===== src/rtl/dac_control_if.sv =====
// dac_control_if: EBI-side register bus of the DAC controller.
// The host (master) drives the address, write data and strobe; the block returns read data and busy.
interface dac_control_if;
    logic [18:0] addr;
    logic [15:0] data_in;
    logic        wr;
    logic [15:0] data_out;
    logic        busy;

    modport master (output addr, data_in, wr, input  data_out, busy);
    modport slave  (input  addr, data_in, wr, output data_out, busy);
endinterface


===== src/rtl/dac_control.sv =====
// dac_control: EBI-written frame FIFO serialised to an 8-channel 12-bit SYNC/SCLK/DIN/LDAC DAC.
// Optional macro DAC_SHADOW_EN adds readable 12-bit per-channel shadow registers.
module dac_control #(
    parameter int POSITION   = 0,
    parameter int CLK_DIV    = 5,
    parameter int FIFO_DEPTH = 8
) (
    input  logic         clk,
    input  logic         reset,
    dac_control_if.slave ebi,
    output logic         dac_cs_n,
    output logic         dac_sclk,
    output logic         dac_din,
    output logic         dac_ldac_n
);
    localparam logic [18:0] BASE_ADDR = 19'(POSITION << 8);
    localparam int AW    = $clog2(FIFO_DEPTH);
    localparam int CNT_W = AW + 1;
    localparam int CW    = $clog2(2 * CLK_DIV);
    localparam logic [CNT_W-1:0] DEPTH_C   = CNT_W'(FIFO_DEPTH);
    localparam logic [CNT_W-1:0] CNT_ZERO  = CNT_W'(0);
    localparam logic [CW-1:0]    DIV_LAST  = CW'(CLK_DIV - 1);
    localparam logic [CW-1:0]    LDAC_LAST = CW'(2 * CLK_DIV - 1);

    localparam logic [1:0] ST_IDLE  = 2'd0;
    localparam logic [1:0] ST_SHIFT = 2'd1;
    localparam logic [1:0] ST_GAP   = 2'd2;
    localparam logic [1:0] ST_LDAC  = 2'd3;

    logic             in_win_s, ctrl_wr_s, ch_wr_s, push_s, pop_s, full_s, ldac_done_s;
    logic [7:0]       off_s;
    logic [2:0]       ch_idx_s;
    logic [15:0]      rd_data_s;
    logic [15:0]      fifo_mem [FIFO_DEPTH];
    logic [AW-1:0]    wr_ptr_r, rd_ptr_r;
    logic [CNT_W-1:0] count_r;
    logic             overflow_r, ldac_pending_r, busy_r;
    logic [15:0]      data_out_r, shift_r;
    logic [1:0]       state_r;
    logic [CW-1:0]    div_r;
    logic [4:0]       half_r;

    assign in_win_s    = (ebi.addr[18:8] == BASE_ADDR[18:8]);
    assign off_s       = ebi.addr[7:0];
    assign ch_idx_s    = 3'(off_s - 8'd2);
    assign full_s      = (count_r == DEPTH_C);
    assign pop_s       = (state_r == ST_IDLE) && (count_r != CNT_ZERO);
    assign push_s      = ch_wr_s && (!full_s || pop_s);
    assign ldac_done_s = (state_r == ST_LDAC) && (div_r == LDAC_LAST);

    // Decode write strobes for the CTRL register and the channel windows.
    always_comb begin
        ctrl_wr_s = 1'b0;
        ch_wr_s   = 1'b0;
        if (ebi.wr && in_win_s) begin
            if (off_s == 8'd0) begin
                ctrl_wr_s = 1'b1;
            end else if ((off_s >= 8'd2) && (off_s <= 8'd9)) begin
                ch_wr_s = 1'b1;
            end else begin
                ctrl_wr_s = 1'b0;
            end
        end else begin
            ch_wr_s = 1'b0;
        end
    end

    // Frame FIFO pointers and occupancy; flush empties it without touching the engine.
    always_ff @(posedge clk) begin
        if (reset || (ctrl_wr_s && ebi.data_in[0])) begin
            wr_ptr_r <= '0;
            rd_ptr_r <= '0;
            count_r  <= CNT_ZERO;
        end else begin
            if (push_s) wr_ptr_r <= wr_ptr_r + AW'(1);
            if (pop_s)  rd_ptr_r <= rd_ptr_r + AW'(1);
            count_r <= count_r + CNT_W'(push_s) - CNT_W'(pop_s);
        end
    end

    // FIFO storage; frame bit 15 is always 0, then channel, then the 12-bit code.
    always_ff @(posedge clk) begin
        if (push_s) fifo_mem[wr_ptr_r] <= {1'b0, ch_idx_s, ebi.data_in[11:0]};
    end

    // Sticky overflow and merged LDAC request flags.
    always_ff @(posedge clk) begin
        if (reset) begin
            overflow_r     <= 1'b0;
            ldac_pending_r <= 1'b0;
        end else begin
            if (ch_wr_s && !push_s)                    overflow_r <= 1'b1;
            else if (ctrl_wr_s && ebi.data_in[2])      overflow_r <= 1'b0;
            if (ldac_done_s)                           ldac_pending_r <= 1'b0;
            else if (ctrl_wr_s && ebi.data_in[1])      ldac_pending_r <= 1'b1;
        end
    end

    // Serial engine: the divider restarts at each state entry, half_r counts SCLK half-periods.
    always_ff @(posedge clk) begin
        if (reset) begin
            state_r    <= ST_IDLE;
            dac_cs_n   <= 1'b1;
            dac_sclk   <= 1'b1;
            dac_din    <= 1'b0;
            dac_ldac_n <= 1'b1;
            div_r      <= '0;
            half_r     <= 5'd0;
            shift_r    <= 16'd0;
        end else begin
            case (state_r)
                ST_IDLE: begin
                    div_r  <= '0;
                    half_r <= 5'd0;
                    if (pop_s) begin
                        state_r  <= ST_SHIFT;
                        shift_r  <= fifo_mem[rd_ptr_r];
                        dac_din  <= fifo_mem[rd_ptr_r][15];
                        dac_cs_n <= 1'b0;
                    end else if (ldac_pending_r) begin
                        state_r    <= ST_LDAC;
                        dac_ldac_n <= 1'b0;
                    end
                end
                ST_SHIFT: begin
                    if (div_r == DIV_LAST) begin
                        div_r  <= '0;
                        half_r <= half_r + 5'd1;
                        if (!half_r[0]) begin
                            dac_sclk <= 1'b0;
                        end else begin
                            dac_sclk <= 1'b1;
                            shift_r  <= {shift_r[14:0], 1'b0};
                            dac_din  <= shift_r[14];
                            // The 16th rising edge also closes the frame.
                            if (half_r == 5'd31) begin
                                dac_cs_n <= 1'b1;
                                dac_din  <= 1'b0;
                                state_r  <= ST_GAP;
                            end
                        end
                    end else begin
                        div_r <= div_r + CW'(1);
                    end
                end
                ST_GAP: begin
                    if (div_r == DIV_LAST) begin
                        div_r   <= '0;
                        state_r <= ST_IDLE;
                    end else begin
                        div_r <= div_r + CW'(1);
                    end
                end
                ST_LDAC: begin
                    if (ldac_done_s) begin
                        div_r      <= '0;
                        dac_ldac_n <= 1'b1;
                        state_r    <= ST_IDLE;
                    end else begin
                        div_r <= div_r + CW'(1);
                    end
                end
                default: state_r <= ST_IDLE;
            endcase
        end
    end

`ifdef DAC_SHADOW_EN
    logic [11:0] shadow_r [8];

    // Shadow copy of every accepted channel code; flush leaves it alone.
    always_ff @(posedge clk) begin
        if (reset) begin
            for (int i = 0; i < 8; i++) shadow_r[i] <= 12'd0;
        end else if (push_s) begin
            shadow_r[ch_idx_s] <= ebi.data_in[11:0];
        end
    end
`endif

    // Read mux for the registered data_out.
    always_comb begin
        rd_data_s = 16'd0;
        if (in_win_s) begin
            case (off_s)
                8'd1: rd_data_s = {busy_r, overflow_r, ldac_pending_r, 8'd0, 5'(count_r)};
`ifdef DAC_SHADOW_EN
                8'd2, 8'd3, 8'd4, 8'd5,
                8'd6, 8'd7, 8'd8, 8'd9: rd_data_s = {4'd0, shadow_r[ch_idx_s]};
`endif
                default: rd_data_s = 16'd0;
            endcase
        end else begin
            rd_data_s = 16'd0;
        end
    end

    // Registered bus outputs.
    always_ff @(posedge clk) begin
        if (reset) begin
            data_out_r <= 16'd0;
            busy_r     <= 1'b0;
        end else begin
            data_out_r <= rd_data_s;
            busy_r     <= (state_r != ST_IDLE) || (count_r != CNT_ZERO) || ldac_pending_r;
        end
    end

    assign ebi.data_out = data_out_r;
    assign ebi.busy     = busy_r;
endmodule


===== src/flat_wrapper.sv =====
// flat-port wrapper written by rule: the top's interface ports become plain ports
module dac_control_flat 
#(
    parameter int POSITION   = 0,
    parameter int CLK_DIV    = 5,
    parameter int FIFO_DEPTH = 8
)
  (clk, reset, dac_cs_n, dac_sclk, dac_din, dac_ldac_n, ebi_addr, ebi_data_in, ebi_wr, ebi_data_out, ebi_busy);
  dac_control_if ebi_i ();
  input  logic clk;
  input  logic reset;
  output logic dac_cs_n;
  output logic dac_sclk;
  output logic dac_din;
  output logic dac_ldac_n;
  input wire logic [$bits(ebi_i.addr)-1:0] ebi_addr;
  input wire logic [$bits(ebi_i.data_in)-1:0] ebi_data_in;
  input wire logic [$bits(ebi_i.wr)-1:0] ebi_wr;
  output wire logic [$bits(ebi_i.data_out)-1:0] ebi_data_out;
  output wire logic [$bits(ebi_i.busy)-1:0] ebi_busy;
  assign ebi_i.addr = ebi_addr;
  assign ebi_i.data_in = ebi_data_in;
  assign ebi_i.wr = ebi_wr;
  assign ebi_data_out = ebi_i.data_out;
  assign ebi_busy = ebi_i.busy;
  dac_control #(.POSITION(POSITION), .CLK_DIV(CLK_DIV), .FIFO_DEPTH(FIFO_DEPTH)) u_core (.clk(clk), .reset(reset), .ebi(ebi_i), .dac_cs_n(dac_cs_n), .dac_sclk(dac_sclk), .dac_din(dac_din), .dac_ldac_n(dac_ldac_n));
endmodule

===== config.mk =====
export PLATFORM = sky130hd
export DESIGN_NAME = dac_control_flat
export DESIGN_NICKNAME = d
export VERILOG_FILES = /design/src/rtl/dac_control_if.sv /design/src/rtl/dac_control.sv /design/src/flat_wrapper.sv
export SDC_FILE = /design/constraint.sdc
export NUM_CORES = 1
export LEC_CHECK = 0
export CAP_MARGIN = 20
export CORE_ASPECT_RATIO = 0.8
export CORE_MARGIN = 5
export CORE_UTILIZATION = 40
export CTS_CLUSTER_DIAMETER = 200
export CTS_CLUSTER_SIZE = 10
export DETAILED_ROUTE_END_ITERATION = 12
export GPL_ROUTABILITY_DRIVEN = 0
export PLACE_DENSITY = 0.65
export REMOVE_ABC_BUFFERS = 1
export SYNTH_ARGS = -nofsm -noshare
export SYNTH_HDL_FRONTEND = slang
export SYNTH_SLANG_ARGS = --single-unit

===== constraint.sdc =====
create_clock -name clk -period 7.4 [get_ports clk]
set_input_delay 1.11 -clock clk [delete_from_list [all_inputs] [get_ports clk]]
set_output_delay 1.11 -clock clk [all_outputs]
set_load 0.03 [all_outputs]

==> results.toml <==
[clock_network]
cts_root_buf = "clkbuf_16"
clkTransAtPathRegs_ns = 0.06
cts_tree = "done"
clkSinkCount = 173
htree_levels = 4
cts_buffers = 17
postCtsHoldBufs = 0
cts_resized = 0
post-cts-setup-buffers = 0
clk_latency_ns = 0.42
clockBufferDepth = 2

[die]
rows = 44
die_h_um = 131
fp.dieW_um = 162
ioPinCount = 59
coreArea_um2 = 18100
initial_core_util_pct = 40.6
die-area_um2 = 21200

[synthesis]
syn_inst = 514
synthFlopType = "edfxtp_1"
ys.warnings.count = 0
async_flop_share_pct = 0
ys_ff_latch = 173
synth-edff-count = 120
avgSynthCellArea_um2 = 14.3
synthesis.area_um2 = 7350
ys_seq_area_share_pct = 63.5
yosysUniqueCellTypes = 63

[setup_path]
path_delay_family = "simple AND/OR/NAND/NOR gates"
r2r_start = "u_core.state_r[0]$_SDFFE_PP0P_"
worstPathMaxFanout = 15
reg2reg_setup_slack_ns = 4.35
crit_buf_inv = 1
ff2ff_path_depth = 7
max_stage_delay_ns = 0.90
start_kind = "input port"
worstPathArrival_ns = 3.67
crit_path_top_delay_cell = "nor3b_4"
worst-setup-path-type = "input port to register"
timing.rr.end = "u_core.fifo_mem[2][0]$_DFFE_PP_"
endpoint_kind = "register"
crit_required_ns = 7.44
path_cells = "clkdlybuf4s50_1 -> nor4_1 -> nand4_1 -> nor3_4 -> nand2b_2 -> nor3b_4"

[detailed_routing]
wl_mm = 14.7
dr.pass1.iters = 5
post-route-drc-count = 0
detail_route.vias_per_cell = 5.31
drt_iter0_markers = 245
drtAntennaViolNets = 0
vias = 4264
wl_per_cell_um = 18.3

[global_route]
track_usage_pct = 14.3
grt_antenna_before_repair = 0
grt_overflow = 0
grt_pass1_vias = 4409
grt_max_degree = 59
grt_pass1_wl_mm = 23.7

[layout]
n_fill_cell = 1538
instances_no_fill = 803
drive_gt1_share_pct = 12.0
synthToLayoutAreaGrowth_pct = 16.1
diodes = 0
layout.nets = 616

[run]
cap_violations = 0

[pwr]
power_switching_mw = 0.782
power_frac_seq_pct = 41.9
power_frac_comb_pct = 25.2
swShare_pct = 28.8
peakVddDrop_v = 0.000173
internal_power_mw = 1.94
power.density_nw_per_um2 = 319
clkPwrFrac_pct = 32.9
leakage_nw = 2.83

[hold_path]
hold_depth = 1
worstHoldStart = "u_core.overflow_r$_SDFFE_PP0P_"
min_to = "u_core.ebi.data_out[14]$_SDFF_PP0_"
hold_class = "register to register"

[timing]
final.setup_skew_ns = 0.00888
worstMarginPinSlew_ns = 1.05
finalHoldViolCount = 0
slew_headroom_pct = 30.2
setup_tns_ns = 0
maxSlewViolCount = 0
hold_slack_ns = 0.471
fin_ws_ns = 3.77
fin_crit_ns = 3.63
grt_setup_unrepaired = "false"
fmax_mhz = 275
setup_viol = 0
finalCritPeriodShare_pct = 49.1

[placement]
dp_slack_ns = 3.25
port_buffers = 45
post-dp-hpwl_mm = 8.89
numPlacedInstances = 770

[status]
status = "complete, no violations"
==> flip-flops by register name (all words and copies together), names as in the netlist, named ones only <==
register and cells:
u_core.half_r 5, u_core.wr_ptr_r 3, u_core.ldac_pending_r 1, u_core.fifo_mem 120, u_core.rd_ptr_r 3, u_core.count_r 4
u_core.div_r 4, u_core.shift_r 15, u_core.state_r 2, u_core.dac_sclk 1, u_core.dac_din 1, u_core.dac_ldac_n 1
u_core.ebi.busy 1, u_core.ebi.data_out 7, u_core.overflow_r 1, u_core.dac_cs_n 1
==> cells in the mapped netlist, drive strengths merged (2+ instances only) <==
library cell,instances,share of area (%)
a2111oi,14,2.0
a211oi,32,3.6
a21o,2,0.20
a21oi,14,0.95
a22oi,4,0.41
and2,6,0.51
and2b,3,0.34
buf,24,3.1
clkbuf,9,1.2
dfxtp,53,14
edfxtp,120,49
ha,16,2.7
inv,15,0.77
mux2i,16,2.2
mux4,16,5.4
nand2,19,1.0
nand2b,5,0.56
nand3,6,0.41
nand3b,3,0.31
nand4,3,0.26
nor2,54,2.8
nor2b,11,0.94
nor3,22,1.7
nor3b,6,0.61
nor4,6,0.51
o21ai,6,0.41
or4b,2,0.27
xnor2,6,0.72
xor2,4,0.48
==> placed cells by master (no fill, tap or decap), types with 7 or more instances in the layout <==
cell | Yosys | layout
dfxtp_1 | 53 | 52
a211oi_1 | 27 | 27
nor2_1 | 54 | 54
nand2_1 | 18 | 18
ha_1 | 16 | 16
nor2b_1 | 11 | 11
a21oi_1 | 14 | 14
a2111oi_1 | 7 | 7
edfxtp_1 | 120 | 120
mux2i_1 | 16 | 16
conb_1 | 1 | 9
nor3_1 | 21 | 19
mux4_1 | 10 | 10
clkdlybuf4s50_1 | 0 | 45
buf_4 | 11 | 8
inv_1 | 15 | 15
clkbuf_16 | 0 | 17
==> area by class of cell <==
type | instances | area (um2) | area share [%]
clock buffers | 25 | 485 | 5.69
clock inverters | 6 | 110 | 1.29
inverters | 15 | 56.3 | 0.660
multi-input cells | 299 | 2380 | 27.9
flip-flops and latches | 173 | 4670 | 54.7
well taps | 230 | 288 | 3.37
repair buffers | 55 | 539 | 6.32
==> worst max-delay path by stage <==
stage | from | end | slack (ns) | depth (start not counted)
detailed placement | ebi_addr[10] | u_core.fifo_mem[6][5]$_DFFE_PP_ | 3.25 | 6
global placement | ebi_addr[14] | u_core.fifo_mem[2][5]$_DFFE_PP_ | 3.35 | 6
global route | ebi_addr[9] | u_core.fifo_mem[2][2]$_DFFE_PP_ | 3.52 | 6
CTS | ebi_addr[10] | u_core.fifo_mem[6][6]$_DFFE_PP_ | 3.69 | 6
finish | ebi_addr[10] | u_core.fifo_mem[2][0]$_DFFE_PP_ | 3.77 | 6
floorplan | ebi_addr[18] | u_core.fifo_mem[2][0]$_DFFE_PP_ | 3.69 | 5
==> power by group through the flow <==
stage	Sequential, mW	Combinational [mW]	Clock (mW)
floorplan	1.19	0.445	0
global placement	1.16	0.652	0
detailed placement	1.16	0.677	0
CTS	1.14	0.682	0.908
global route	1.14	0.756	0.951
finish	1.14	0.685	0.894
==> layer usage <==
metal	global-route usage, %	up-vias	part of all wire (%)
met5	0	-	0
met4	4.50	0	1.3
met3	3.82	12	5.7
met2	23.1	108	49
met1	19.0	2112	44
li1	-	2032	-
==> metrics by stage <==
| step | instance area (um2) | power [mW] | util [%] |
|---|---|---|---|
| floorplan | 7040 | 1.63 | - |
| global placement | 7900 | 1.81 | 43.6 |
| detailed placement | 7900 | 1.83 | 43.6 |
| CTS | 8500 | 2.73 | 46.9 |
| finish | 8530 | 2.72 | 47.1 |
| global route | 8530 | 2.85 | 47.1 |
==> cell families (layout without fill, tap and decap cells) <==
group	count (synthesis)	after routing	synth area share, %
DFF	173	173	63.5
other	1	9	0.0510
xor gates and xnor gates	10	10	1.19
AOI/OAI and AO/OA	78	78	8.38
muxes	33	33	7.75
and+or+nand+nor	152	152	10.8
buffers and inverters	50	101	5.31
adders and majority gates	17	17	3.00
Power figures use the tool's default switching activity.
==> RTL change: new RTL, config.mk and constraints unchanged <==
`CLK_DIV` is set to 5 in 2 places; all go to 10.
--- a/src/rtl/dac_control.sv
+++ b/src/rtl/dac_control.sv
@@ -3,5 +3,5 @@
 module dac_control #(
     parameter int POSITION   = 0,
-    parameter int CLK_DIV    = 5,
+    parameter int CLK_DIV    = 10,
     parameter int FIFO_DEPTH = 8
 ) (
--- a/src/flat_wrapper.sv
+++ b/src/flat_wrapper.sv
@@ -3,5 +3,5 @@
 #(
     parameter int POSITION   = 0,
-    parameter int CLK_DIV    = 5,
+    parameter int CLK_DIV    = 10,
     parameter int FIFO_DEPTH = 8
 )
Check against the original RTL: not equivalent (a bounded check fails within 10 cycles, from zero or initial values and one cycle with reset high).
==> RTL change against the original RTL <==
- highest routed layer unchanged
- synthesized area down 2.4%
- wire length up 3.1%
- total power down 2.4%
- combinational power down 6.4%
- worst setup slack worse by 0.45 ns
- first-iteration DRC count up 78%
- sequential cell count up 1
- final area down 0.50%
==> RTL change: results (changes against the original RTL) <==
[global_route]
grt_use_total=0.1486  ; +0.005436
grt_pass1_wl_mm=23.43  ; -1.3%
grt_max_degree=45  ; -24%

[setup_path]
rrSetupSlack_ns=4.24  ; -0.11 ns
cp_slowest_cell=nor3_4
max_stage_delay_ns=0.86  ; -0.04 ns
arrival_ns=4.13  ; +0.46 ns
cpLargestDelayFamily=simple AND/OR/NAND/NOR gates

[finish]
fin_nets=607  ; -1.5%
final_cells=791  ; -1.5%
num-fill-cells=1460  ; -5.1%
antenna_cells=0  ; unchanged
drive_gt1_frac=0.1325  ; +0.01209
largest_register_ffs=120  ; unchanged

[clock_network]
ctsResizeCount=0  ; unchanged
postCtsSetupBuffers=0  ; unchanged
clock_path_buffers=2  ; unchanged
clockRootBuffer=clkbuf_16

[routing]
drt_iter0_markers=437  ; +78%
route.met3.wl_um=984  ; +18%
wl_met1_mm=6.628  ; +2.1%
vias=4415  ; +3.5%
routed.top_layer=met4
met2_length_mm=7.353  ; +2.8%
drc=0  ; unchanged
wl_mm=15.12  ; +3.1%

[sta]
maxSlewHeadroom=0.2764  ; -0.02558
finClkSkew_ns=0.006661  ; -0.002220 ns

[placement]
dp.cells=759  ; -1.4%
dpl.hpwl_mm=9.411  ; +5.9%
port_buffers=45  ; unchanged

[synthesis]
synth.top_cells.by_count=edfxtp_1 (120), dfxtp_1 (54), a21oi_1 (31)
synth_edf_count=120  ; unchanged
synthDistinctLibCells=57  ; -9.5%
netlist_top_cells_area=edfxtp_1 (50%), dfxtp_1 (15%), mux4_2 (5.0%)
seq_area_frac_synth=0.6533  ; +0.01841
synthCells=504  ; -1.9%

[pwr]
p_int_mw=1.867  ; -3.5%
ir_worst_vdd_uv=147.3  ; -15%
power_leakage_nw=2.709  ; -4.2%

[min_path]
hp-class=reg -> reg

[status]
outcome=finished, final reports clean

## RTL change: layout make-up
cell class	count	area, um^2	area share
Clock buffer	20	446.7	0.05264
Clock inverter	12	122.6	0.01445
Inverter	16	60.06	0.007078
Multi-Input combinational cell	287	2349	0.2768
Sequential cell	174	4686	0.5522
Tap cell	225	281.5	0.03318
Timing Repair Buffer	57	540.5	0.06370
## RTL change: routing by layer
metal	vias to the layer above	track usage
met1	2206	0.1945
met5	-	0
met3	15	0.04231
li1	2040	-
met2	154	0.2411
met4	0	0.05153
## RTL change: power by group through the flow
stage / Sequential, mW / Combinational [mW] / Clock (mW)
finish: 1.16 / 0.641 / 0.852
global route: 1.17 / 0.712 / 0.915
CTS: 1.16 / 0.644 / 0.869
detailed placement: 1.18 / 0.638 / 0
global placement: 1.18 / 0.613 / 0
floorplan: 1.19 / 0.413 / 0
## RTL change: worst paths after layout
| kind | from | end | depth (start not counted) |
|---|---|---|---|
| worst min register to register | u_core.count_r[2] | u_core.ebi.data_out[2] | 1 |
| worst max-delay path | ebi_addr[14] | u_core.fifo_mem[3][6] | 5 |
| worst min-delay path | u_core.count_r[2] | u_core.ebi.data_out[2] | 1 |
| worst max register to register | u_core.state_r[1] | u_core.fifo_mem[3][6] | 6 |
## RTL change: cells by family after synthesis
group,share of synthesized area
flip-flops,0.6533
AO/OA/AOI/OAI,0.09632
AND/OR/NAND/NOR,0.08132
buffers and inverters,0.03315
multiplexers,0.09545
adder cells (fa/ha/maj),0.02897
XOR/XNOR,0.01099
other,0.0005230
## RTL change: through the flow
step | hold WS, ns | utilization | worst slack (ns) | instance area (um^2)
5_1_grt | 0.4875 | 0.4853 | 3.232 | 8486
3_5_place_dp | 0.4430 | 0.4527 | 2.888 | 7916
6_report | 0.4570 | 0.4853 | 3.320 | 8486
4_1_cts | 0.4577 | 0.4853 | 3.348 | 8486
2_1_floorplan | 0.4298 | - | 2.835 | 7023
3_3_place_gp | 0.4437 | 0.4527 | 2.935 | 7916
